File: src/rtl/led_pos_display_pkg.sv
// Shared types and constants for the LED position display.
//   dir_t   : direction of the last valid move.
//   scan_t  : digit-scan state (DIG0 is the rightmost digit).
//   glyph_t : symbolic glyph codes fed to seg7_glyph.
//   SEG_*   : active-low segment patterns, bit order {g,f,e,d,c,b,a}.
package led_pos_display_pkg;

  typedef enum logic [1:0] {
    DIR_NONE,
    DIR_LEFT,
    DIR_RIGHT
  } dir_t;

  typedef enum logic [1:0] {
    DIG0,
    DIG1,
    DIG2,
    DIG3
  } scan_t;

  // DIGITn occupy codes 0..9 so a decimal digit casts straight to its glyph.
  typedef enum logic [3:0] {
    DIGIT0      = 4'd0,
    DIGIT1      = 4'd1,
    DIGIT2      = 4'd2,
    DIGIT3      = 4'd3,
    DIGIT4      = 4'd4,
    DIGIT5      = 4'd5,
    DIGIT6      = 4'd6,
    DIGIT7      = 4'd7,
    DIGIT8      = 4'd8,
    DIGIT9      = 4'd9,
    GLYPH_L     = 4'd10,
    GLYPH_R     = 4'd11,
    GLYPH_DASH  = 4'd12,
    GLYPH_BLANK = 4'd13
  } glyph_t;

  localparam logic [6:0] SEG_0     = 7'b1000000;
  localparam logic [6:0] SEG_1     = 7'b1111001;
  localparam logic [6:0] SEG_2     = 7'b0100100;
  localparam logic [6:0] SEG_3     = 7'b0110000;
  localparam logic [6:0] SEG_4     = 7'b0011001;
  localparam logic [6:0] SEG_5     = 7'b0010010;
  localparam logic [6:0] SEG_6     = 7'b0000010;
  localparam logic [6:0] SEG_7     = 7'b1111000;
  localparam logic [6:0] SEG_8     = 7'b0000000;
  localparam logic [6:0] SEG_9     = 7'b0010000;
  localparam logic [6:0] SEG_L     = 7'b1000111;
  localparam logic [6:0] SEG_R     = 7'b0101111;
  localparam logic [6:0] SEG_DASH  = 7'b0111111;
  localparam logic [6:0] SEG_BLANK = 7'b1111111;

  // Decimal digit (0..9) to its glyph code.
  function automatic glyph_t digit_glyph(input logic [3:0] value);
    return glyph_t'(value);
  endfunction

endpackage

File: src/rtl/seg7_glyph.sv
// Combinational glyph-code to seven-segment decoder.
//   code : glyph_t value (4 bits)
//   seg  : active-low segments {g,f,e,d,c,b,a}; unused codes show blank.
module seg7_glyph
  import led_pos_display_pkg::*;
(
  input  logic [3:0] code,
  output logic [6:0] seg
);

  always_comb begin
    seg = SEG_BLANK;
    case (glyph_t'(code))
      DIGIT0:      seg = SEG_0;
      DIGIT1:      seg = SEG_1;
      DIGIT2:      seg = SEG_2;
      DIGIT3:      seg = SEG_3;
      DIGIT4:      seg = SEG_4;
      DIGIT5:      seg = SEG_5;
      DIGIT6:      seg = SEG_6;
      DIGIT7:      seg = SEG_7;
      DIGIT8:      seg = SEG_8;
      DIGIT9:      seg = SEG_9;
      GLYPH_L:     seg = SEG_L;
      GLYPH_R:     seg = SEG_R;
      GLYPH_DASH:  seg = SEG_DASH;
      GLYPH_BLANK: seg = SEG_BLANK;
      default:     seg = SEG_BLANK;
    endcase
  end

endmodule

File: src/rtl/led_position_display.sv
// Encodes the one-hot LED position bar into an index, tracks the direction
// of the last move and scans it onto the Basys3 4-digit seven-segment display.
//   clk, rst_n : system clock, asynchronous active-low reset
//   led        : one-hot position from the shifter (same clock domain)
//   seg, dp    : active-low segments {g,f,e,d,c,b,a} and decimal point (off)
//   an         : active-low digit anodes, an[0] rightmost
//   pos        : index of the set led bit (holds last valid value)
//   pos_valid  : registered led has exactly one bit set
// Optional feature: define LED_POS_DISPLAY_MOVE_CNT_EN to show a 0..99 move
// counter on d3/d2 instead of the direction letter.
module led_position_display
  import led_pos_display_pkg::*;
#(
  parameter int CLK_HZ  = 100_000_000,
  parameter int SCAN_HZ = 1000
) (
  input  logic        clk,
  input  logic        rst_n,
  input  logic [15:0] led,
  output logic [6:0]  seg,
  output logic        dp,
  output logic [3:0]  an,
  output logic [3:0]  pos,
  output logic        pos_valid
);

  localparam int DWELL = CLK_HZ / SCAN_HZ;
  localparam int CNT_W = $clog2(DWELL);
  localparam logic [CNT_W-1:0] CNT_MAX = CNT_W'(DWELL - 1);

  logic [15:0]      led_q;
  logic [3:0]       enc_idx;
  logic             enc_valid;
  logic             dir_upd;
  dir_t             dir;
  scan_t            state, state_next;
  logic [CNT_W-1:0] dwell;
  logic [3:0]       an_next;
  logic [6:0]       seg_next;
  glyph_t           sel, d0, d1, d2, d3;
  logic [3:0]       ones;

  // Exactly one bit set <=> nonzero and clearing the lowest set bit gives zero.
  always_comb begin
    enc_idx = '0;
    for (int unsigned i = 0; i < 16; i++) begin
      if (led_q[i]) enc_idx = 4'(i);
    end
    enc_valid = (led_q != '0) && ((led_q & (led_q - 16'd1)) == '0);
  end

  // pos_valid/pos still hold the previous encode, so they are the "old" side.
  assign dir_upd = pos_valid && enc_valid && (enc_idx != pos);

  always_ff @(posedge clk or negedge rst_n) begin
    if (!rst_n) begin
      led_q     <= '0;
      pos       <= '0;
      pos_valid <= 1'b0;
      dir       <= DIR_NONE;
    end else begin
      led_q     <= led;
      pos_valid <= enc_valid;
      if (enc_valid) pos <= enc_idx;
      if (dir_upd) dir <= (enc_idx > pos) ? DIR_LEFT : DIR_RIGHT;
    end
  end

`ifdef LED_POS_DISPLAY_MOVE_CNT_EN
  logic [7:0] move_cnt;
  logic [7:0] cnt_tens, cnt_ones;

  always_ff @(posedge clk or negedge rst_n) begin
    if (!rst_n) begin
      move_cnt <= '0;
    end else if (dir_upd) begin
      move_cnt <= (move_cnt == 8'd99) ? '0 : move_cnt + 8'd1;
    end
  end

  always_comb begin
    cnt_tens = move_cnt / 8'd10;
    cnt_ones = move_cnt % 8'd10;
    d3       = digit_glyph(cnt_tens[3:0]);
    d2       = digit_glyph(cnt_ones[3:0]);
  end
`else
  always_comb begin
    d2 = GLYPH_BLANK;
    case (dir)
      DIR_LEFT:  d3 = GLYPH_L;
      DIR_RIGHT: d3 = GLYPH_R;
      default:   d3 = GLYPH_BLANK;
    endcase
  end
`endif

  // pos is at most 15, so the tens digit is either blank or 1.
  always_comb begin
    ones = (pos >= 4'd10) ? pos - 4'd10 : pos;
    if (!pos_valid) begin
      d0 = GLYPH_DASH;
      d1 = GLYPH_DASH;
    end else begin
      d0 = digit_glyph(ones);
      d1 = (pos >= 4'd10) ? DIGIT1 : GLYPH_BLANK;
    end
  end

  // Scan FSM: next state plus the anode/glyph selection for the current digit.
  always_comb begin
    state_next = state;
    an_next    = '1;
    sel        = GLYPH_BLANK;
    case (state)
      DIG0: begin an_next = 4'b1110; sel = d0; end
      DIG1: begin an_next = 4'b1101; sel = d1; end
      DIG2: begin an_next = 4'b1011; sel = d2; end
      DIG3: begin an_next = 4'b0111; sel = d3; end
      default: ;
    endcase
    if (dwell == CNT_MAX) begin
      case (state)
        DIG0:    state_next = DIG1;
        DIG1:    state_next = DIG2;
        DIG2:    state_next = DIG3;
        default: state_next = DIG0;
      endcase
    end
  end

  seg7_glyph u_glyph (
    .code (sel),
    .seg  (seg_next)
  );

  always_ff @(posedge clk or negedge rst_n) begin
    if (!rst_n) begin
      state <= DIG0;
      dwell <= '0;
      an    <= '1;
      seg   <= 7'h7F;
      dp    <= 1'b1;
    end else begin
      state <= state_next;
      dwell <= (dwell == CNT_MAX) ? '0 : dwell + CNT_W'(1);
      an    <= an_next;
      seg   <= seg_next;
      dp    <= 1'b1;
    end
  end

endmodule
File: config.mk
export PLATFORM = sky130hd
export DESIGN_NAME = led_position_display
export DESIGN_NICKNAME = d
export VERILOG_FILES = /design/src/rtl/led_pos_display_pkg.sv /design/src/rtl/seg7_glyph.sv /design/src/rtl/led_position_display.sv
export SDC_FILE = /design/constraint.sdc
export NUM_CORES = 1
export LEC_CHECK = 0
export CAP_MARGIN = 20
export CORE_MARGIN = 5
export CORE_UTILIZATION = 59
export CTS_CLUSTER_SIZE = 16
export DETAILED_ROUTE_END_ITERATION = 12
export GPL_TIMING_DRIVEN = 0
export PLACE_DENSITY = 0.89
export SLEW_MARGIN = 0
export SYNTH_ARGS = -nofsm -noshare
export SYNTH_HDL_FRONTEND = slang
export SYNTH_SLANG_ARGS = --single-unit
File: constraint.sdc
create_clock -name clk -period 6.41 [get_ports clk]
set_input_delay 1.282 -clock clk [delete_from_list [all_inputs] [get_ports clk]]
set_output_delay 1.282 -clock clk [all_outputs]
set_load 0.02 [all_outputs]
==> flow_summary.toml <==
[yosys]
ys_seq_area_share_pct = 49.4
yosys.cell_types.count = 54
ys_ff_latch = 53
async_flop_share_pct = 100
synth_area_sq_um = 2710
syn_area_per_cell_sq_um = 10.7
synth_fp_nets = 290
synthCells = 253
yosys_warnings = 0
synth_edf_count = 0
synthFlopType = "dfrtp_1"

[routing]
via_count = 1945
ant_nets = 0
drc = 0
vias_per_cell = 5.61
drt-pass1-iter-count = 4
wl_mm = 4.99
drt-initial-drc-count = 67
wire_per_inst_microns = 14.4

[worst_setup_path]
r2r_start = "led_q[11]$_DFF_PN0_"
path_delay_family = "buffers and inverters"
reg2reg_slack_ns = 3.95
cp_num_buf_inv = 1
arrival_ns = 1.44
crit_chain = "clkdlybuf4s50_1"
critPathMaxFanout = 1
path_depth = 1
r2r-end = "dir[0]$_DFFE_PN0P_"
slowest_stage = "clkdlybuf4s50_1"
crit_start = "an[3]$_DFF_PN1_"
path_class = "register to output port"
worstSetupEndpointType = "output port"
r2r_cells = 8
worstPathRequired_ns = 5.13
crit_path_end = "an[3]"
startpoint_type = "register"
slowest_delay_ns = 0.60

[sta]
post-route-period-util_pct = 42.5
tightest_slew_ns = 0.732
setup_violations = 0
slew_violations = 0
setup_tns_ns = 0
setup_slack_ns = 3.69
slew_headroom_pct = 51.1
fin_skew_ns = 0.00819
fin_crit_ns = 2.72
rsz0062_at_grt = "no"
clock.fmax_mhz = 367
hold_viol = 0

[power]
cellPowerDensity_nw_per_um2 = 175
p_leak_nw = 1.39
ir_drop_mv = 0.155

[run]
cap_viol_max_count = 0

[finish]
postLayoutCellArea_sq_um = 3210
area_growth_pct = 18.3
drive_above_1_share_pct = 13.2
final_util_pct = 72.7
seq_area_sq_um = 1340
multi_input_area_sq_um = 1280
fill_cells = 315
nets = 331
num_antenna_cells = 0

[cts]
ctsResizeCount = 0
root_buffer = "clkbuf_8"
cts_hold_buf = 0
clkLatencyLatePin_ns = 0.30
cts_tree = "done"
cts_setup_buffers = 0
htreeDepth = 2
clk_path_buf_depth = 2
cts.clk_slew.worst_paths_ns = 0.10
cts_sinks = 53
numCtsBuffers = 5

[floorplanning]
die_area_sq_um = 6050
coreArea_sq_um = 4410
start_util_pct = 61.5
core.rowCount = 24
die_y_microns = 77.8
die_x_microns = 77.8
design.portCount = 35

[placement]
dp_hpwl_mm = 3.77
place_area_sq_um = 3120
routabilityCongestion = 0.834
port_buffers = 33
pre_cts_ws_ns = 3.99

[global_routing]
antenna_found_initial = 0
grt_usage_pct = 17.8
grt_pass1_wl_mm = 8.87
grt_pass1_vias = 1984
grt_max_degree = 42
gr-total-overflow = 0

[worst_hold_path]
hp-class = "register to register"

[outcome]
status = "finished clean"
[worst min path at each step]
stage / start / end / slack [ns] / depth (start not counted)
floorplan: dwell[14]$_DFF_PN0_ / dwell[14]$_DFF_PN0_ / 0.45 / 1
global placement: dwell[14]$_DFF_PN0_ / dwell[14]$_DFF_PN0_ / 0.47 / 1
detailed placement: dwell[14]$_DFF_PN0_ / dwell[14]$_DFF_PN0_ / 0.48 / 1
CTS: dwell[14]$_DFF_PN0_ / dwell[14]$_DFF_PN0_ / 0.49 / 1
global route: dwell[11]$_DFF_PN0_ / dwell[11]$_DFF_PN0_ / 0.53 / 1
finish: dwell[14]$_DFF_PN0_ / dwell[14]$_DFF_PN0_ / 0.49 / 1
[cells in the mapped netlist (4+ instances only)]
library cell / number / area share [%]
a21oi_1: 16 / 3.0
ha_1: 19 / 8.8
mux2i_1: 4 / 1.5
o21ai_0: 10 / 1.8
inv_1: 20 / 2.8
nor2_1: 23 / 3.2
dfstp_2: 11 / 11
nand3_1: 7 / 1.3
xor2_1: 8 / 2.6
mux2_2: 4 / 1.7
nand2_1: 18 / 2.5
dfrtp_1: 42 / 39
nor2b_1: 7 / 1.6
xnor2_1: 7 / 2.3
[stage by stage]
| stage | power [mW] | std cells | hold slack, ns |
|---|---|---|---|
| floorplan | 0.365 | 253 | 0.453 |
| global placement | 0.385 | 338 | 0.472 |
| detailed placement | 0.387 | 339 | 0.477 |
| CTS | 0.569 | 347 | 0.493 |
| global route | 0.586 | 347 | 0.527 |
| finish | 0.561 | 347 | 0.493 |
[layout make-up]
class | instances | area share [%]
multi-input cells | 176 | 39.8
clock buffers | 5 | 2.14
flip-flops and latches | 53 | 41.8
well taps | 52 | 2.03
inverters | 20 | 2.34
repair buffers | 34 | 10.8
clock inverters | 3 | 0.546
plain buffers | 4 | 0.624
[state kept, by name, indices dropped and copies added, names as in the netlist]
| signal | count |
|---|---|
| an | 4 |
| dir | 2 |
| dwell | 17 |
| led_q | 16 |
| pos | 4 |
| pos_valid | 1 |
| seg | 7 |
| state | 2 |
[cells in the final DEF, fill, tap and decap left out, types with 2 or more instances in the layout]
cell and count:
a211oi_1 2, a21o_1 2, a21oi_1 16, and4_1 3, buf_2 2, clkbuf_8 5, clkdlybuf4s50_1 32, clkinv_2 2
dfrtp_1 42, dfstp_2 11, ha_1 19, inv_1 20, mux2_2 4, mux2i_1 4, nand2_1 18, nand3_1 7
nand4_1 3, nor2_1 23, nor2b_1 7, nor3_1 3, nor3b_1 2, nor4_2 3, o21ai_0 10, o21bai_1 3
o2bb2ai_1 2, o31ai_1 2, o32ai_1 2, or4_1 2, xnor2_1 7, xor2_1 8
[logic make-up (layout without fill, tap and decap cells)]
kind of cell / after synthesis / in the layout / synth area share, %
simple gates: 83 / 83 / 17.7
mux: 9 / 9 / 3.55
xor+xnor: 15 / 15 / 4.84
flops: 53 / 53 / 49.4
other cells: 1 / 1 / 0.138
compound gates: 49 / 49 / 12.1
buf+inv: 24 / 66 / 3.51
fa+ha+maj: 19 / 19 / 8.76
[where the power goes]
part           switching, mW  total [mW]  internal (mW)
clock network          0.105       0.180         0.0755
logic                 0.0147      0.0317         0.0171
registers            0.00879       0.348          0.340
total                  0.128       0.561          0.432
[metal layers]
layer | wire length (microns) | track usage [%] | vias up
li1 | - | - | 956
met1 | 2110 | 21.5 | 934
met2 | 2610 | 31.8 | 51
met3 | 240 | 3.82 | 4
met4 | 27 | 4.81 | 0
met5 | 0 | 0 | -
No activity file was read; power rests on OpenSTA's default activity.
==> patch, RTL diff (config.mk and constraints unchanged) <==
The parameter `SCAN_HZ` goes from 1000 to 2000.
--- a/src/rtl/led_position_display.sv
+++ b/src/rtl/led_position_display.sv
@@ -13,5 +13,5 @@
 #(
   parameter int CLK_HZ  = 100_000_000,
-  parameter int SCAN_HZ = 1000
+  parameter int SCAN_HZ = 2000
 ) (
   input  logic        clk,
Formal check against the unedited RTL: no difference found for any inputs over 10 cycles, from zero or initial values and one cycle with rst_n low; that may be too few to reach the edited logic, so the function may still have changed.
==> patch against the original RTL <==
Total power down 1.7%. Sequential cell count is 1 lower. Final area fell by 1.5%. Highest routed layer unchanged. Worst setup slack improved by 0.014 ns. Critical path depth unchanged. Synthesized area decreased by 1.7%. Routed wire length fell by 5.5%. Non-clock buffer count increased by 1. Largest power group unchanged.
==> patch: results (changes against the original RTL) <==
Finish
  – Layout cells sized above 1: 11.0% (was 13.2%)
  – Number of inserted diodes: 0 (unchanged)
  – Largest registers: dwell (16), led_q (16), seg (7) (was dwell (17), led_q (16), seg (7))

Worst setup path
  – CP top delay family: buffers and inverters (unchanged)
  – Data arrival, critical path: 1.43 ns
  – CP max FO: 1 (unchanged)
  – CP max stage cell: clkdlybuf4s50_1 (unchanged)
  – CP max stage delay: 0.59 ns

Pwr
  – Leak: 1.34 nW (was 1.39 nW)
  – Sw Share: 22.5% (was 22.9%)
  – Worst vdd ir: 0.000141 V (was 0.000155 V)

Synth
  – Synthesized area per cell: 10.4 µm² (was 10.7 µm²)
  – Synth Net Count: 294 (was 290)
  – Yosys warns: 0 (unchanged)
  – Sequential-to-total area share from yosys stat: 49.3% (was 49.4%)
  – Ys async rst share: 100% (unchanged)
  – Primary flip-flop cell chosen by synthesis mapping: dfrtp_1 (unchanged)
  – Synth area leaders: dfrtp_1, dfstp_2, ha_1 (unchanged)
  – Count leader, synth: dfrtp_1 (unchanged)
  – Unique masters post-synth: 50 (was 54)
  – Top post-synthesis cells by count: dfrtp_1, inv_1, nand2_1, nor2_1, ha_1 (was dfrtp_1, nor2_1, inv_1)

Timing
  – Worst Skew: 0.00268 ns (was 0.00819 ns)
  – Slew HR: 50.3% (was 51.1%)

Placed design
  – Port bufs: 33 (unchanged)
  – Post-DP Area: 3080 µm² (was 3120 µm²)
  – Post-DP HPWL: 3610 µm (was 3770 µm)
  – Setup WS pre-CTS: 3.84 ns (was 3.99 ns)
  – Placed Instances: 343 (was 339)
  – Placer Congestion: 0.877 (was 0.834)

Clock network
  – Clk buf depth: 2 (unchanged)
  – H-tree depth: 2 (unchanged)
  – Clock transition at path regs: 0.09 ns
  – TritonCTS Buffers: 5 (unchanged)
  – Setup bufs post-CTS: 0 (unchanged)
  – Worst-skew pair later-pin latency: 0.30 ns (about the same)
  – Gates resized, CTS repair: 0 (unchanged)
  – Clock root cell: clkbuf_8 (unchanged)

Global route
  – First-pass GRT wire length: 8450 µm (was 8870 µm)
  – GRT Util Overall: 17.3% (was 17.8%)
  – Vias in the first global route: 1940 (was 1984)
  – Largest net degree at the start of global routing: 41 (was 42)
  – Antenna violations before repair: 0 (unchanged)

Detailed routing
  – Routed WL: 4720 µm (was 4990 µm)
  – Drt initial violations: 86 (was 67)
  – Vias/cell: 5.66 (was 5.61)
  – Drt first pass iters: 4 (unchanged)
  – Vias: 1985 (was 1945)

Status
  – Status: finished clean (unchanged)

Hold path
  – Hold/Removal Path Class: reg -> reg (unchanged)
[patch: logic make-up (layout without fill, tap and decap cells)]
kind of cell | Yosys count | after routing | synth area share, %
DFF | 52 | 52 | 49.3
buffers and inverters | 26 | 68 | 4.08
other | 1 | 1 | 0.141
adders and majority gates | 22 | 22 | 10.1
AOI/OAI and AO/OA | 47 | 47 | 11.2
xor gates and xnor gates | 13 | 13 | 4.27
and+or+nand+nor | 87 | 87 | 17.2
muxes | 9 | 9 | 3.66
[patch: final cells by class]
cell class	instances	area, µm²
Sequential cell	52	1320
Multi-Input combinational cell	179	1240
Fill cell	303	1220
Timing Repair Buffer	34	345
Inverter	21	78.8
Clock buffer	6	72.6
Tap cell	52	65.1
Buffer	5	30.0
Clock inverter	2	12.5
[patch: path summary, 6_finish.rpt]
| path | start | to | slack [ns] | cells after the start |
|---|---|---|---|---|
| min in group asynchronous | rst_n | pos[2] | 0.86 | 1 |
| setup / recovery | an[1] | an[1] | 3.70 | 1 |
| setup reg to reg | led_q[1] | dir[1] | 3.78 | 7 |
| hold / removal | dwell[0] | dwell[0] | 0.49 | 1 |
| hold reg to reg | dwell[0] | dwell[0] | 0.49 | 1 |
| max in group asynchronous | rst_n | an[3] | 4.99 | 2 |
[patch: power groups by stage]
stage               Sequential [mW]  Combinational [mW]  Clock (mW)
finish                        0.341              0.0317       0.178
global placement              0.347              0.0300           0
detailed placement            0.347              0.0320           0
floorplan                     0.346              0.0120           0
global route                  0.343              0.0356       0.201
CTS                           0.341              0.0322       0.185
[patch: per-layer routing]
metal  up-vias  part of all wire (%)  wire, µm  global-route usage (%)
met3        14                   5.8       275                    4.10
met1       944                    44      2060                    20.7
met5         -                     0         0                       0
met2        60                    48      2260                    29.0
met4         0                   2.7       126                    8.25
li1        967                     -         -                       -
